--- config.mk ---
export PLATFORM = sky130hd
export DESIGN_NAME = display_scan_ctrl_flat
export DESIGN_NICKNAME = d
export VERILOG_FILES = /design/src/rtl/display_pkg.sv /design/src/rtl/display_scan_ctrl_if.sv /design/src/rtl/scan_timer.sv /design/src/rtl/display_scan_ctrl.sv /design/src/flat_wrapper.sv
export SDC_FILE = /design/constraint.sdc
export NUM_CORES = 1
export LEC_CHECK = 0
export ABC_CLOCK_PERIOD_IN_PS = 2800
export BUFFER_PORTS_ARGS = -buffer_cell sky130_fd_sc_hd__clkbuf_2
export CAP_MARGIN = 20
export CORE_MARGIN = 1.5
export CORE_UTILIZATION = 25
export DETAILED_ROUTE_END_ITERATION = 6
export GPL_ROUTABILITY_DRIVEN = 0
export SYNTH_ARGS = -nofsm -noshare
export SYNTH_HDL_FRONTEND = slang
export SYNTH_SLANG_ARGS = --single-unit
--- constraint.sdc ---
create_clock -name clk -period 2.8 [get_ports clk]
set_clock_uncertainty 0.05 [all_clocks]
set_input_delay 0.42 -clock clk [delete_from_list [all_inputs] [get_ports clk]]
set_output_delay 0.42 -clock clk [all_outputs]
set_load 0.01 [all_outputs]
--- src/rtl/display_pkg.sv ---
// Shared types and constants for the display scan controller.
// Scan FSM states, segment/digit widths and the state-sequence helper.
package display_pkg;

  typedef enum logic [1:0] {
    ST_BLANK_T = 2'd0,
    ST_TENS    = 2'd1,
    ST_BLANK_O = 2'd2,
    ST_ONES    = 2'd3
  } state_t;

  localparam logic [6:0] SEG_OFF = 7'b0;
  localparam int         DIGIT_W = 5;

  // Per-slot sequence: blank, tens, blank, ones, then back to blank of the next slot.
  function automatic state_t next_state(input state_t s);
    state_t n;
    n = ST_BLANK_T;
    case (s)
      ST_BLANK_T: n = ST_TENS;
      ST_TENS:    n = ST_BLANK_O;
      ST_BLANK_O: n = ST_ONES;
      ST_ONES:    n = ST_BLANK_T;
      default:    n = ST_BLANK_T;
    endcase
    return n;
  endfunction

endpackage

--- src/rtl/display_scan_ctrl_if.sv ---
// Load port of the scan controller: one value set for all display slots.
// Handshake: a transfer happens on a rising clk edge where load_valid and load_ready are both high;
// the master holds load_data stable while load_valid is high and not yet accepted.
interface display_scan_ctrl_if #(
  parameter int N_DISP = 2
);
  import display_pkg::*;

  logic                        load_valid;
  logic [DIGIT_W*N_DISP-1:0]   load_data;
  logic                        load_ready;

  modport master (output load_valid, output load_data, input load_ready);
  modport slave  (input load_valid, input load_data, output load_ready);

endinterface

--- src/rtl/scan_timer.sv ---
// Phase timer for the scan FSM: counts cycles spent in the current state.
// tc is high on the last cycle of the phase; clear restarts the count at zero.
module scan_timer #(
  parameter int W = 16
) (
  input  logic         clk,
  input  logic         rst_n,
  input  logic         clear,
  input  logic [W-1:0] last,
  output logic         tc
);

  logic [W-1:0] cnt;

  always_ff @(posedge clk or negedge rst_n) begin
    if (!rst_n) begin
      cnt <= '0;
    end else if (clear) begin
      cnt <= '0;
    end else begin
      cnt <= cnt + W'(1);
    end
  end

  assign tc = (cnt == last);

endmodule

--- src/rtl/display_scan_ctrl.sv ---
// Time-multiplexed scan controller sharing one external two-digit decoder among N_DISP displays.
// New value sets are staged in a pending register and committed only at frame boundaries.
module display_scan_ctrl
  import display_pkg::*;
#(
  parameter int N_DISP = 2,
  parameter int DWELL  = 4,
  parameter int BLANK  = 1
) (
  input  logic                  clk,
  input  logic                  rst_n,
  input  logic                  en,
  display_scan_ctrl_if.slave    load,
  output logic [DIGIT_W-1:0]    dec_number,
  input  logic [6:0]            dec_tens,
  input  logic [6:0]            dec_ones,
  output logic [6:0]            seg_out,
  output logic [2*N_DISP-1:0]   digit_en,
  output logic                  frame_start,
  output state_t                dbg_state
);

  localparam int SLOT_W = (N_DISP > 1) ? $clog2(N_DISP) : 1;
  localparam int TW     = 16;
  localparam int DE_W   = 2 * N_DISP;
  localparam int DW     = DIGIT_W * N_DISP;
  localparam logic [SLOT_W-1:0] LAST_SLOT  = SLOT_W'(N_DISP - 1);
  localparam logic [TW-1:0]     DWELL_LAST = TW'(DWELL - 1);
  localparam logic [TW-1:0]     BLANK_LAST = TW'(BLANK - 1);

  state_t              state;
  logic [SLOT_W-1:0]   slot;
  logic                en_q;
  logic [DIGIT_W-1:0]  active [N_DISP];
  logic [DW-1:0]       pending;
  logic                pend_flag;

  logic                run;
  logic                tc;
  logic                timer_clear;
  logic                boundary;
  logic                accept;
  logic [TW-1:0]       limit;
  logic [DE_W-1:0]     tens_mask;
  logic [DE_W-1:0]     ones_mask;

  // The first cycle after en rises is spent holding slot 0 BLANK_T, so a restarted
  // frame has the same shape as one reached by wrapping.
  always_comb begin
    run         = en & en_q;
    limit       = (state == ST_TENS || state == ST_ONES) ? DWELL_LAST : BLANK_LAST;
    timer_clear = ~run | tc;
    boundary    = run & tc & (state == ST_ONES) & (slot == LAST_SLOT);
    accept      = load.load_valid & ~pend_flag;
    tens_mask   = DE_W'(1) << {slot, 1'b1};
    ones_mask   = DE_W'(1) << {slot, 1'b0};
  end

  assign load.load_ready = ~pend_flag;
  assign dec_number      = active[slot];
  assign dbg_state       = state;

  scan_timer #(.W(TW)) u_timer (
    .clk   (clk),
    .rst_n (rst_n),
    .clear (timer_clear),
    .last  (limit),
    .tc    (tc)
  );

  // en_q resets low so the first frame after reset is also marked by frame_start.
  always_ff @(posedge clk or negedge rst_n) begin
    if (!rst_n) begin
      state       <= ST_BLANK_T;
      slot        <= '0;
      en_q        <= 1'b0;
      seg_out     <= SEG_OFF;
      digit_en    <= '0;
      frame_start <= 1'b0;
    end else begin
      en_q        <= en;
      frame_start <= (en & ~en_q) | boundary;

      if (!run) begin
        state <= ST_BLANK_T;
        slot  <= '0;
      end else if (tc) begin
        state <= next_state(state);
        if (state == ST_ONES) begin
          slot <= (slot == LAST_SLOT) ? '0 : slot + SLOT_W'(1);
        end
      end

      if (en && state == ST_TENS) begin
        seg_out  <= dec_tens;
        digit_en <= tens_mask;
      end else if (en && state == ST_ONES) begin
        seg_out  <= dec_ones;
        digit_en <= ones_mask;
      end else begin
        seg_out  <= SEG_OFF;
        digit_en <= '0;
      end
    end
  end

  // accept requires an empty pending slot and commit requires a full one, so they never collide.
  always_ff @(posedge clk or negedge rst_n) begin
    if (!rst_n) begin
      pending   <= '0;
      pend_flag <= 1'b0;
      for (int i = 0; i < N_DISP; i++) begin
        active[i] <= '0;
      end
    end else if (accept) begin
      pending   <= load.load_data;
      pend_flag <= 1'b1;
    end else if (pend_flag && (boundary || !en)) begin
      for (int i = 0; i < N_DISP; i++) begin
        active[i] <= pending[DIGIT_W*i +: DIGIT_W];
      end
      pend_flag <= 1'b0;
    end
  end

endmodule
--- src/flat_wrapper.sv ---
// flat-port wrapper written by rule: the top's interface ports become plain ports
module display_scan_ctrl_flat import display_pkg::*;
#(
  parameter int N_DISP = 2,
  parameter int DWELL  = 4,
  parameter int BLANK  = 1
)
  (clk, rst_n, en, dec_number, dec_tens, dec_ones, seg_out, digit_en, frame_start, dbg_state, load_load_valid, load_load_data, load_load_ready);
  display_scan_ctrl_if #(.N_DISP(N_DISP)) load_i ();
  input  logic clk;
  input  logic rst_n;
  input  logic en;
  output logic [DIGIT_W-1:0] dec_number;
  input  logic [6:0] dec_tens;
  input  logic [6:0] dec_ones;
  output logic [6:0] seg_out;
  output logic [2*N_DISP-1:0] digit_en;
  output logic frame_start;
  output state_t dbg_state;
  input wire logic [$bits(load_i.load_valid)-1:0] load_load_valid;
  input wire logic [$bits(load_i.load_data)-1:0] load_load_data;
  output wire logic [$bits(load_i.load_ready)-1:0] load_load_ready;
  assign load_i.load_valid = load_load_valid;
  assign load_i.load_data = load_load_data;
  assign load_load_ready = load_i.load_ready;
  display_scan_ctrl #(.N_DISP(N_DISP), .DWELL(DWELL), .BLANK(BLANK)) u_core (.clk(clk), .rst_n(rst_n), .en(en), .load(load_i), .dec_number(dec_number), .dec_tens(dec_tens), .dec_ones(dec_ones), .seg_out(seg_out), .digit_en(digit_en), .frame_start(frame_start), .dbg_state(dbg_state));
endmodule
---- Word level (Yosys, flattened, before mapping) ----
Cells that the tools add are included.
word-level totals
  word-level logic and storage cells ...... 63
  register bits ........................... 53
  input port bits ......................... 28
  output and inout port bits .............. 20
operators by class
  bitwise gates (word level) .............. 13
  equal/unequal tests ..................... 6
  muxes and demuxes ....................... 18
  shifts and indexed selects .............. 2
  add/subtract/negate cells ............... 2
  $lt $le $gt $ge ......................... 1
  reduce and logical (&&, ||, !) cells .... 10
operators by type and width
  cell                     count
  $add A16 B1 Y16 const B  1
  $eq A16 B16 Y1           1
  $mux W16                 1
  $mux W5                  3
  $mux W7                  2
  $mux W4                  2
  $pmux W2 S4              1
  $shl A1 B2 Y4 const A    2
  $and A1 B1 Y1            6
  $mux W1                  6
  $mux W2                  3
  $eq A2 B2 Y1 const B     2
  $ne A2 B2 Y1 const B     2
  $not A1 Y1               4
  $reduce_and A2 Y1        2
  $logic_and A1 B1 Y1      3
  $eq A2 B1 Y1 const B     1
  $ge A2 B2 Y1 const B     1
  $logic_not A2 Y1         1
  $logic_or A1 B1 Y1       2
  $not A1 Y2               1
  $or A1 B1 Y1             2
  $reduce_bool A2 Y1       1
  $add A1 B1 Y1 const B    1
  $logic_not A1 Y1         1

---- Longest topological paths before layout ----
Gate-level depths: netlist of run 1.
  depth in word-level cells ............... 11
  gate-level depth with buffers ........... 8
  depth with buffers taken out ............ 6

---- Modules after synthesis ----
From an unflattened synthesis of run 1, not the netlist that was laid out.
unflattened totals
  cell total of the unflattened synthesis .. 230
  area, all modules ....................... 2,613.8 sq um
modules (own cells, without submodules)
  module             seq. area each (sq um)  times used  cells an instance  area an instance (sq um)
  display_scan_ctrl  925.9                   1           128                1,592.8
  scan_timer         400.4                   1           102                1,021.0

---- Worst setup path after synthesis of run 1 ----
OpenSTA, ideal clock, no wires.
  path kind ............................... flip-flop to flip-flop
  from .................................... register u_core.state[1] (netlist: u_core.dbg_state[1])
  to ...................................... register u_core.active[0] (netlist bit)
  setup time .............................. 0.125 ns
  arrival time ............................ 2.047 ns
  path buffers ............................ 1
  period minus slack after synthesis ...... 2.221 ns
  stages on the path, launching flop included .. 8
  path slack .............................. 0.579 ns
  data required time ...................... 2.625 ns
  cells stage by stage .................... dfrtp_1 > inv_1 > ha_1 > buf_6 > o211a_1 > o211a_1 > a32oi_4 > mux2_2
on the way
  word-level cells in the longest chain between the ends .. 10
  elaborated cells between the ends (all ways) .. 11
  classes of those cells .................. eq/ne: 3; mux: 1; bitwise: 3; reduce/logical: 4
ends and longest elaborated chain
  what                                          RTL line                                          RTL
  start, declared                               display_scan_ctrl.sv:31                           state_t state;
  start signal, assigned                        display_scan_ctrl.sv:88                           state <= next_state(state);
  $eq A2 B1 Y1 or $eq A2 B2 Y1 (tied branches)  display_scan_ctrl.sv:51, display_scan_ctrl.sv:53
  $logic_or A1 B1 Y1                            display_scan_ctrl.sv:51                           limit = (state == ST_TENS || state == ST_ONES) ? DWELL_LAST : BLANK_LAST;
  $mux W2                                       display_scan_ctrl.sv:51
  $eq A16 B16 Y1                                scan_timer.sv:25                                  assign tc = (cnt == last);
  $and A1 B1 Y1                                 display_scan_ctrl.sv:53                           boundary = run & tc & (state == ST_ONES) & (slot == LAST_SLOT);
  $and A1 B1 Y1 * (2 in a row)                  display_scan_ctrl.sv:53
  $logic_or A1 B1 Y1 *                          display_scan_ctrl.sv:118                          end else if (pend_flag && (boundary || !en)) begin
  $logic_and A1 B1 Y1 *                         display_scan_ctrl.sv:118
  $reduce_and A2 Y1 (no line) *                 n/a
  end signal, assigned by index                 display_scan_ctrl.sv:120                          active[i] <= pending[DIGIT_W*i +: DIGIT_W];
  end, declared                                 display_scan_ctrl.sv:34                           logic [DIGIT_W-1:0] active [N_DISP];
Every way passes the cells marked *; elsewhere a longest branch is shown, timed or not.
A chain may end at the register's enable or synchronous reset.

---- Final worst setup path of run 1 ----
  from .................................... register u_core.state[0] (netlist: u_core.dbg_state[0])
  to ...................................... register u_core.active[5] (netlist bit)
The elaborated chain is that of the path after synthesis.

==> results.md, run 1 <==
- Met3 Track Usage GR: approximately 2.3%
- Largest stage delay, worst path: ~0.44 ns
- Top cell by count, worst path: o211a_1
- Max Fclk: around 430 MHz
- CP bufs+invs: 0
- Antenna violations before repair: 0
- Worst-Skew Late Latency: 0.31 ns
- Hold WC Path Type: in2async
- First-pass iteration count of the detailed router: 4
- FF+latch count, synth: 53
- Hold_buf cts: 0
- Pwr dens: approximately 570 mW/mm2
- Die Area: slightly above 0.01 mm2
- GR Util met1: 11.85%
- Root Driver: clkbuf_8
- Slew margin rel.: between 50% and 60%
- Crit path from: u_core.dbg_state[0]
- Outcome: completed
- Post-CTS Resized: 0
- Crit path capture: u_core.active[5]
- Port Buf Inserts: 47
- Post-route antenna net violation count: 0
- Sequential area share after synthesis: between 50% and 60%
- GR Util met2: between 10% and 20%
- Worst path depth: 5
- DRC: 0
- Core region area: a little over 0.009 mm2
- Syn_nets: 252
- Grt ovf: 0
- Dpl ws: slightly below 0.5 ns
- R2R setup slack: roughly 0.49 ns
- GRT Util Overall: under 10%
- Die Ht: around 100 um
- Worst slew pin tran: about 0.62 ns
- Via count: ~1.7k
- Post-CTS setup buffers: 0
- Crit Path Max Fanout: 11
- Vias in the first global route: around 1.6k
- End of the worst register-to-register path: u_core.active[5]
- Site Rows: 35
- GRT busiest layer: met2
- First-pass GRT wire length: between 7000 and 8000 um
- TritonCTS clock tree: done
- Design area: 0.002867 mm2
- Critical Path RT: roughly 3 ns
- Worst Setup End Kind: flip-flop
- Mapped Cells: around 220
- Largest net degree at the start of global routing: 30
- Setup TNS: 0 ns
- Routed wire per std cell: approximately 11 um
- Initial core utilization: between 20% and 30%
- H-tree Lvls: 2
- Nets: 302
- Synth unique cells: 28
- Reg2reg start: u_core.dbg_state[0]
- Detail Placement HPWL: 3290 um
- Maximum vdd ir drop: approximately 260 uV
- Worst Setup Start Kind: flip-flop
- Fin. Hold Viols: 0
- Worst Path Arrival: approximately 2.5 ns
- Final wirelength: 4428 um
- Worst-path clk slew: 0.10 ns
- Synthesized area per cell: 10.93 um2
- Leak: 1.277 nW
- Crit path kind: reg2reg
- Max-cap viol count: 0
- IO Pins: 48
- Tcrit/Tclk final: about 82%
- Delay-heaviest family, CP: compound AO/OA/AOI/OAI gates
- Pins Over Slew Limit: 0
- Share of post-route cells with drive strength above 1: between 30% and 40%
- # clock sinks: 53
- CTS Buffer Depth: 2
- Die Wd: ~100 um
- Via/cell ratio: roughly 4.4
- CP max-delay cell: dfrtp_1
- Fin crit period: around 2.3 ns
- Synthesis warning total: 0
- Diodes inserted: 0
- Area post-placement: 0.002776 mm2
- Area growth from synthesis to layout: 19.76%
- Crit path cell chain: ha_1, o211a_1, o211a_1, a32oi_4, mux2_2
- 1st-iter DRT viols: 93
- Most frequent cells in the layout: dfrtp_1, clkbuf_2, nor2_1
- Final worst slack: slightly below 0.5 ns
- Worst r2r path cells: 5
- WHS: between 0.05 and 0.06 ns
- Clock buffer count from CTS: 5
- Post-Syn Area: roughly 0.0024 mm2
- # setup viols final: 0
- RSZ-0062 raised after global routing: no
- Commonest non-fill, non-tap cell in the layout: dfrtp_1
state kept, by name (all words and copies together) (netlist names):
register            cells
u_core.seg_out          7
u_core.pending         10
u_core.en_q             1
u_core.slot             1
u_core.digit_en         4
u_core.u_timer.cnt     16
u_core.frame_start      1
u_core.pend_flag        1
u_core.dbg_state        2
u_core.active          10
cell type report:
type	count	area, um2
multi-input combinational	150	997.2
timing repair buffer	50	257.7
fill	966	6374
clock buffer	5	68.82
clock inverter	3	21.27
tap	129	161.4
inverter	9	33.78
sequential	53	1326
cell families (layout without fill, tap and decap cells):
family | after synthesis | after routing | synth area share, %
AND/OR/NAND/NOR | 84 | 84 | 16.21
flip-flops | 53 | 53 | 55.41
multiplexers | 25 | 25 | 11.76
AO/OA/AOI/OAI | 24 | 24 | 6.691
buffers and inverters | 16 | 67 | 2.927
XOR/XNOR | 12 | 12 | 4.391
adder cells (fa/ha/maj) | 5 | 5 | 2.614
power by group:
group	total [mW]	internal, mW	switching, mW	leakage (nW)
clock	0.432	0.178	0.254	0.0445
combinational	0.286	0.160	0.127	0.545
sequential	0.922	0.869	0.0528	0.687
how the worst min path moves through the flow:
stage | start | endpoint | slack (ns) | cells past startpoint
after global placement | rst_n | u_core.slot | 0.42 | 1
final | rst_n | u_core.digit_en[2] | 0.06 | 1
after global routing | rst_n | u_core.seg_out[4] | 0.11 | 1
after detailed placement | u_core.en_q | u_core.frame_start | 0.41 | 1
after CTS | rst_n | u_core.digit_en[1] | 0.08 | 1
after floorplan | rst_n | u_core.active[0] | 0.07 | 0
cells in the mapped netlist:
library cell | count | area [um2]
mux2_2 | 25 | 281.5
o31ai_1 | 1 | 7.510
a21oi_1 | 15 | 75.07
nor2b_1 | 1 | 6.260
and4_1 | 1 | 8.760
nor3_1 | 5 | 25.02
or3_1 | 5 | 31.28
nand2_1 | 15 | 56.30
o211ai_1 | 1 | 7.510
inv_1 | 9 | 33.78
clkbuf_1 | 3 | 11.26
nand3_1 | 8 | 40.04
nor4_1 | 7 | 43.79
nand4_1 | 3 | 18.77
o211a_1 | 2 | 20.02
xor2_1 | 5 | 43.79
a32oi_4 | 1 | 27.53
buf_6 | 1 | 11.26
a21o_1 | 1 | 7.510
or4_1 | 1 | 7.510
ha_1 | 5 | 62.56
buf_2 | 2 | 10.01
dfrtp_1 | 53 | 1326
buf_1 | 1 | 3.750
o21ai_0 | 3 | 15.01
xnor2_1 | 7 | 61.31
nor2_1 | 35 | 131.4
and3_1 | 3 | 18.77
per-stage QoR:
| stage | total power [mW] | cells | utilization, % |
|---|---|---|---|
| floorplan | 1.118 | 219 | - |
| global placement | 1.223 | 391 | 30.05 |
| detailed placement | 1.234 | 391 | 30.05 |
| CTS | 1.671 | 399 | 31.02 |
| global route | 1.733 | 399 | 31.02 |
| finish | 1.640 | 399 | 31.02 |
metal layers:
metal / up-vias / wire length [um]
met5: - / 0
met4: 0 / 51
met3: 4 / 199
met2: 48 / 2052
met1: 834 / 2124
li1: 852 / -
(Power assumes the default switching activity.)
==> run 2: changes to the inputs <==
- ABC_CLOCK_PERIOD_IN_PS: 2800 -> 2000
- clock period: 2.8 -> 2 ns (I/O delays scaled with it)
==> run 2 against run 1 <==
  * The flow now finishes with violations (setup timing)
  * First-iteration DRC count fell by 8.6%
  * Clock-buffer cell count did not move
  * Routed wire length rose by 9.5%
  * Non-clock buffer count rose by 16
  * Power rose by 44%
  * Hold slack improved by 0.065 ns
  * Register-to-register slack got worse by 0.50 ns
  * Worst setup slack got worse by 0.50 ns
  * Die area did not move
  * Sequential power rose by 40%
  * Highest routed layer unchanged
==> results.md, run 2 (synthesis gave the netlist of run 1 again) <==
- First-pass iteration count of the detailed router: 4
- Hold Path End: u_core.en_q
- Final worst slack: -0.006777 ns
- Area post-placement: approximately 0.0029 mm2
- Critical Path RT: approximately 2.2 ns
- Core region area: 0.009240 mm2
- Root Driver: clkbuf_8
- Design area: about 0.0031 mm2
- Filler-free cell count of the finished design: a little over 400
- Fin crit period: around 2.0 ns
- Reg area: between 0.001 and 0.0015 mm2
- RSZ-0062 raised after global routing: yes
- 1st-iter DRT viols: 85
- Hold WC Path Type: in2reg
- Routed wire per std cell: between 10 and 15 um
- WHS Path Cells: 1
- GRT Util Overall: about a tenth
- Initial core utilization: around a quarter
- H-tree Lvls: 2
- Via count: about 1.8k
- Max Fclk: approximately 500 MHz
- CTS Buffer Depth: 2
- Grt ovf: 0
- Dpl cells: a little over 400
- WHS: ~0.12 ns
- Multi-input gate area: roughly 0.0010 mm2
- Share of post-route cells with drive strength above 1: 36.71%
- Crit Path Max Fanout: 10
- TritonCTS clock tree: done
- CP bufs+invs: 1
- Detail Placement HPWL: about 3600 um
- # setup viols final: 2
- Die Wd: 100.8 um
- Commonest non-fill, non-tap cell in the layout: dfrtp_1
- Setup TNS: -0.01205 ns
- Reg2reg start: u_core.dbg_state[0]
- Routed met3 length: between 200 and 250 um
- Worst r2r path cells: 6
- Uppermost layer routed: met4
- Worst Setup Start Kind: flip-flop
- Worst slew pin tran: approximately 0.5 ns
- Diodes inserted: 0
- HP Start: en
- Site Rows: 35
- Delay-heaviest family, CP: compound AO/OA/AOI/OAI gates
- M1 WL: between 2000 and 2500 um
- Die Area: slightly above 0.01 mm2
- Via/cell ratio: around 4.3
- # clock sinks: 53
- Tcrit/Tclk final: 100.3%
- Power Total: roughly 2.4 mW
- Clock buffer count from CTS: 5
- DRC: 0
- Nets: between 300 and 400
- Max-cap viol count: 0
- Most frequent cells in the layout: dfrtp_1, clkbuf_2, nor2_1
- Worst Path Arrival: about 2.2 ns
- Pins Over Slew Limit: 0
- Slew margin rel.: 66.53%
- Fin. Hold Viols: 0
- First-pass GRT wire length: approximately 8100 um
- Worst-path clk slew: 0.10 ns
- Port Buf Inserts: 47
- Violated checks: setup timing
- Maximum vdd ir drop: roughly 350 uV
- R2R setup slack: -0.007 ns
- CP max-delay cell: dfrtp_2
- Crit path cell chain: ha_2, o211a_1, o211a_1, a32oi_4, buf_12, mux2_2
- End of the worst register-to-register path: u_core.active[4]
- Leak: about 1.4 nW
- Largest net degree at the start of global routing: 21
- Worst-Skew Late Latency: between 0.3 and 0.4 ns
- Post-route antenna net violation count: 0
- DR WL met2: roughly 2300 um
- Outcome: finished with violations
- Worst Setup End Kind: flip-flop
- Area growth from synthesis to layout: 27.71%
- Vias in the first global route: 1775
- IO Pins: 48
- Antenna violations before repair: 0
- Largest Register: u_core.u_timer.cnt
- Top cell by count, worst path: o211a_1
- Top Registers: u_core.u_timer.cnt: 16 flops, u_core.active: 10 flops, u_core.pending: 10 flops
- Crit path kind: reg2reg
- Largest stage delay, worst path: about 0.45 ns
- Final wirelength: 4847 um
- Pwr dens: about 780 mW/mm2
- Filler cells: 966
- Die Ht: between 100 and 150 um
- Largest register FFs: 16
## run 2: cell count changes in the layout (fill, tap and decap cells not counted), moves of 2 or more
cell and delta:
clkinv_4 +2, ha_1 -2, buf_4 +13, mux2_2 -2
buf_12 +2, mux2_4 +2
## run 2: through the flow
step | util [%] | setup WS [ns]
after floorplan | - | -0.1588
after global placement | 31.44 | 0.03677
after detailed placement | 31.44 | -0.01704
after CTS | 32.86 | -0.008142
after global routing | 33.08 | -0.07717
final | 33.08 | -0.006777
## run 2: worst register-to-register path, stage by stage (launching register included)
cell	delay (ns)
dfrtp_2	0.45
ha_2	0.23
o211a_1	0.22
o211a_1	0.25
a32oi_4	0.21
buf_12	0.17
mux2_2	0.33
## run 2: final cells by class
cell class,count,area share (%)
Clock buffer,5,2.251
Clock inverter,3,0.7368
Inverter,9,1.105
Multi-Input combinational cell,150,33.93
Sequential cell,53,43.43
Tap cell,129,5.280
Timing Repair Buffer,66,13.26
## run 2: worst max path at each step
stage	startpoint	endpoint	slack [ns]	cells past startpoint
floorplan	u_core.dbg_state[1]	u_core.active[0]	-0.16	7
global placement	u_core.dbg_state[1]	u_core.active[1]	0.04	7
detailed placement	u_core.dbg_state[1]	u_core.active[1]	-0.02	7
CTS	u_core.dbg_state[0]	u_core.active[4]	-0.008	6
global route	u_core.dbg_state[0]	u_core.active[4]	-0.08	6
finish	u_core.dbg_state[0]	u_core.active[4]	-0.007	6
## run 2: report_power, final
group          leakage (nW)  total, mW  switching (mW)  internal (mW)
clock network        0.0481      0.611           0.362          0.249
logic                 0.648      0.464           0.196          0.268
registers             0.686       1.29          0.0773           1.22
total                  1.38       2.37           0.636           1.73
## run 2: metal layers
metal / GRT usage (%) / vias to the layer above
li1: - / 884
met1: 12.77 / 862
met2: 16.68 / 49
met3: 2.288 / 3
met4: 3.142 / 0
met5: 0 / -
## run 2: timing repair
action,CTS,global route
pin swaps,0,1
setup buffers,1,1
hold buffers,1,0
resized for setup,4,4
setup endpoints to repair,10,27
hold endpoints to repair,18,0
==> run 3: changes to the inputs <==
==> constraint.sdc (replaced) <==
create_clock -name clk -period 2 [get_ports clk]
set_clock_uncertainty 0.05 [all_clocks]
set_input_delay 0.4 -clock clk [delete_from_list [all_inputs] [get_ports clk]]
set_output_delay 0.4 -clock clk [all_outputs]
set_load 0.01 [all_outputs]
==> run 3 against run 2 <==
  * Final cell count stayed put
  * Critical path type unchanged
  * Core utilization hardly changed
  * The flow now finishes without violations
  * Clock power is 2% higher
  * Maximum frequency is 0.81% higher
  * Sequential share of layout area hardly changed
  * Power is 0.11% higher
  * Hold slack better by 0.11 ns
  * Register-to-register slack better by 0.02 ns
  * Worst setup slack better by 0.016 ns
  * Global-route usage is 0.32 points higher
  * Sequential power hardly changed
==> results.md, run 3 (synthesis gave the netlist of run 1 again) <==
- Diodes inserted: 0
- TritonCTS clock tree: done
- Worst Path Arrival: 2.14 ns
- Outcome: completed
- Hold WC Path Type: in2reg
- Area growth from synthesis to layout: 27.81%
- WHS: 0.2288 ns
- Vias in the first global route: between 1.5k and 2k
- DR WL met2: roughly 2300 um
- Post-route antenna net violation count: 0
- Final wirelength: 4876 um
- Port Buf Inserts: 47
- Site Rows: 35
- Worst-path clk slew: approximately 0.10 ns
- Worst Setup End Kind: flip-flop
- Multi-input gate area: 0.001025 mm2
- Die Ht: 100.8 um
- Antenna violations before repair: 0
- Share of post-route cells with drive strength above 1: a little under two fifths
- Largest net degree at the start of global routing: 37
- Slew margin rel.: between 60 and 70%
- Leak: approximately 1.4 nW
- Die Area: between 0.01 and 0.015 mm2
- Largest register FFs: 16
- Nets: 318
- # setup viols final: 0
- Crit path kind: reg2reg
- H-tree Lvls: 2
- Critical Path RT: between 2 and 2.5 ns
- Pwr dens: between 700 and 800 mW/mm2
- Filler cells: between 900 and 1k
- GRT Util Overall: between 10 and 15%
- CTS Buffer Depth: 2
- # clock sinks: 53
- Initial core utilization: between 20% and 30%
- Routed wire per std cell: 11.75 um
- Fin. Hold Viols: 0
- Via/cell ratio: ~4.4
- Pins Over Slew Limit: 0
- Setup TNS: 0 ns
- Core region area: 0.009240 mm2
- Clock buffer count from CTS: 5
- Die Wd: just over 100 um
- Reg area: 0.001328 mm2
- DRC: 0
- RSZ-0062 raised after global routing: yes
- Largest Register: u_core.u_timer.cnt
- Detail Placement HPWL: 3613 um
- Worst slew pin tran: between 0.4 and 0.5 ns
- Grt ovf: 0
- Max-cap viol count: 0
- Max Fclk: between 500 and 600 MHz
- Via count: approximately 1.8k
- IO Pins: between 40 and 50
- Routed met3 length: around 240 um
- Power Total: 2.372 mW
- Maximum vdd ir drop: 512.1 uV
- Tcrit/Tclk final: around 100%
- Most frequent cells in the layout: dfrtp_1, clkbuf_2, nor2_1
- Commonest non-fill, non-tap cell in the layout: dfrtp_1
- Worst Setup Start Kind: flip-flop
- First-pass iteration count of the detailed router: 4
- Fin crit period: around 2.0 ns
- 1st-iter DRT viols: 26
- First-pass GRT wire length: 8293 um
- Crit Path Max Fanout: 10
- Worst-Skew Late Latency: about 0.31 ns
- Root Driver: clkbuf_8
- M1 WL: ~2300 um
- Top Registers: u_core.u_timer.cnt: 16 flops, u_core.active: 10 flops, u_core.pending: 10 flops
- Uppermost layer routed: met4
[run 3: per-stage QoR]
step,util (%),std cells,setup slack [ns],instance area (um2)
after floorplan,-,219,-0.1588,2400
after global placement,31.58,404,0.03759,2918
after detailed placement,31.58,404,-0.04983,2918
after CTS,32.85,414,-0.03655,3035
after global routing,33.11,415,-0.09468,3059
final,33.11,415,0.009406,3059
[run 3: final timing paths]
kind | start | end | slack [ns] | cells after the start
max | u_core.dbg_state[0] | u_core.active[9] | 0.009 | 6
min | en | u_core.en_q | 0.23 | 1
max reg2reg | u_core.dbg_state[0] | u_core.active[9] | 0.009 | 6
min reg2reg | u_core.en_q | u_core.frame_start | 0.43 | 1
max in group asynchronous | rst_n | u_core.dbg_state[1] | 0.82 | 3
min in group asynchronous | rst_n | u_core.seg_out[5] | 0.53 | 2
[run 3: layout make-up]
class / instances / area share (%)
sequential: 53 / 43.39
clock buffer: 5 / 2.249
clock inverter: 3 / 0.8180
multi-input combinational: 150 / 33.50
tap: 129 / 5.276
timing repair buffer: 66 / 13.66
inverter: 9 / 1.104
[run 3: where the power goes]
part	switching (mW)	internal (mW)	leakage, nW	total [mW]
Clock	0.372	0.253	0.0447	0.626
Sequential	0.0765	1.22	0.686	1.29
Combinational	0.193	0.260	0.643	0.453
[run 3: worst max-delay path: stages (launching register included)]
cell and delay (ns):
dfrtp_1 0.44, ha_2 0.23, o211a_1 0.22, o211a_1 0.25, a32oi_4 0.21, buf_12 0.16, mux2_2 0.33
[run 3: metal layers]
metal / track usage [%] / vias to the layer above
met3: 2.635 / 5
met1: 12.94 / 893
met2: 17.00 / 50
met4: 3.900 / 0
li1: - / 885
met5: 0 / -
[run 3: timing repair]
| item | CTS | global route |
|---|---|---|
| setup buffers | 1 | 1 |
| endpoints found under the setup margin | 11 | 28 |
| hold buffers | 1 | 0 |
| resized for setup | 2 | 4 |
| endpoints found under the hold margin | 7 | 0 |
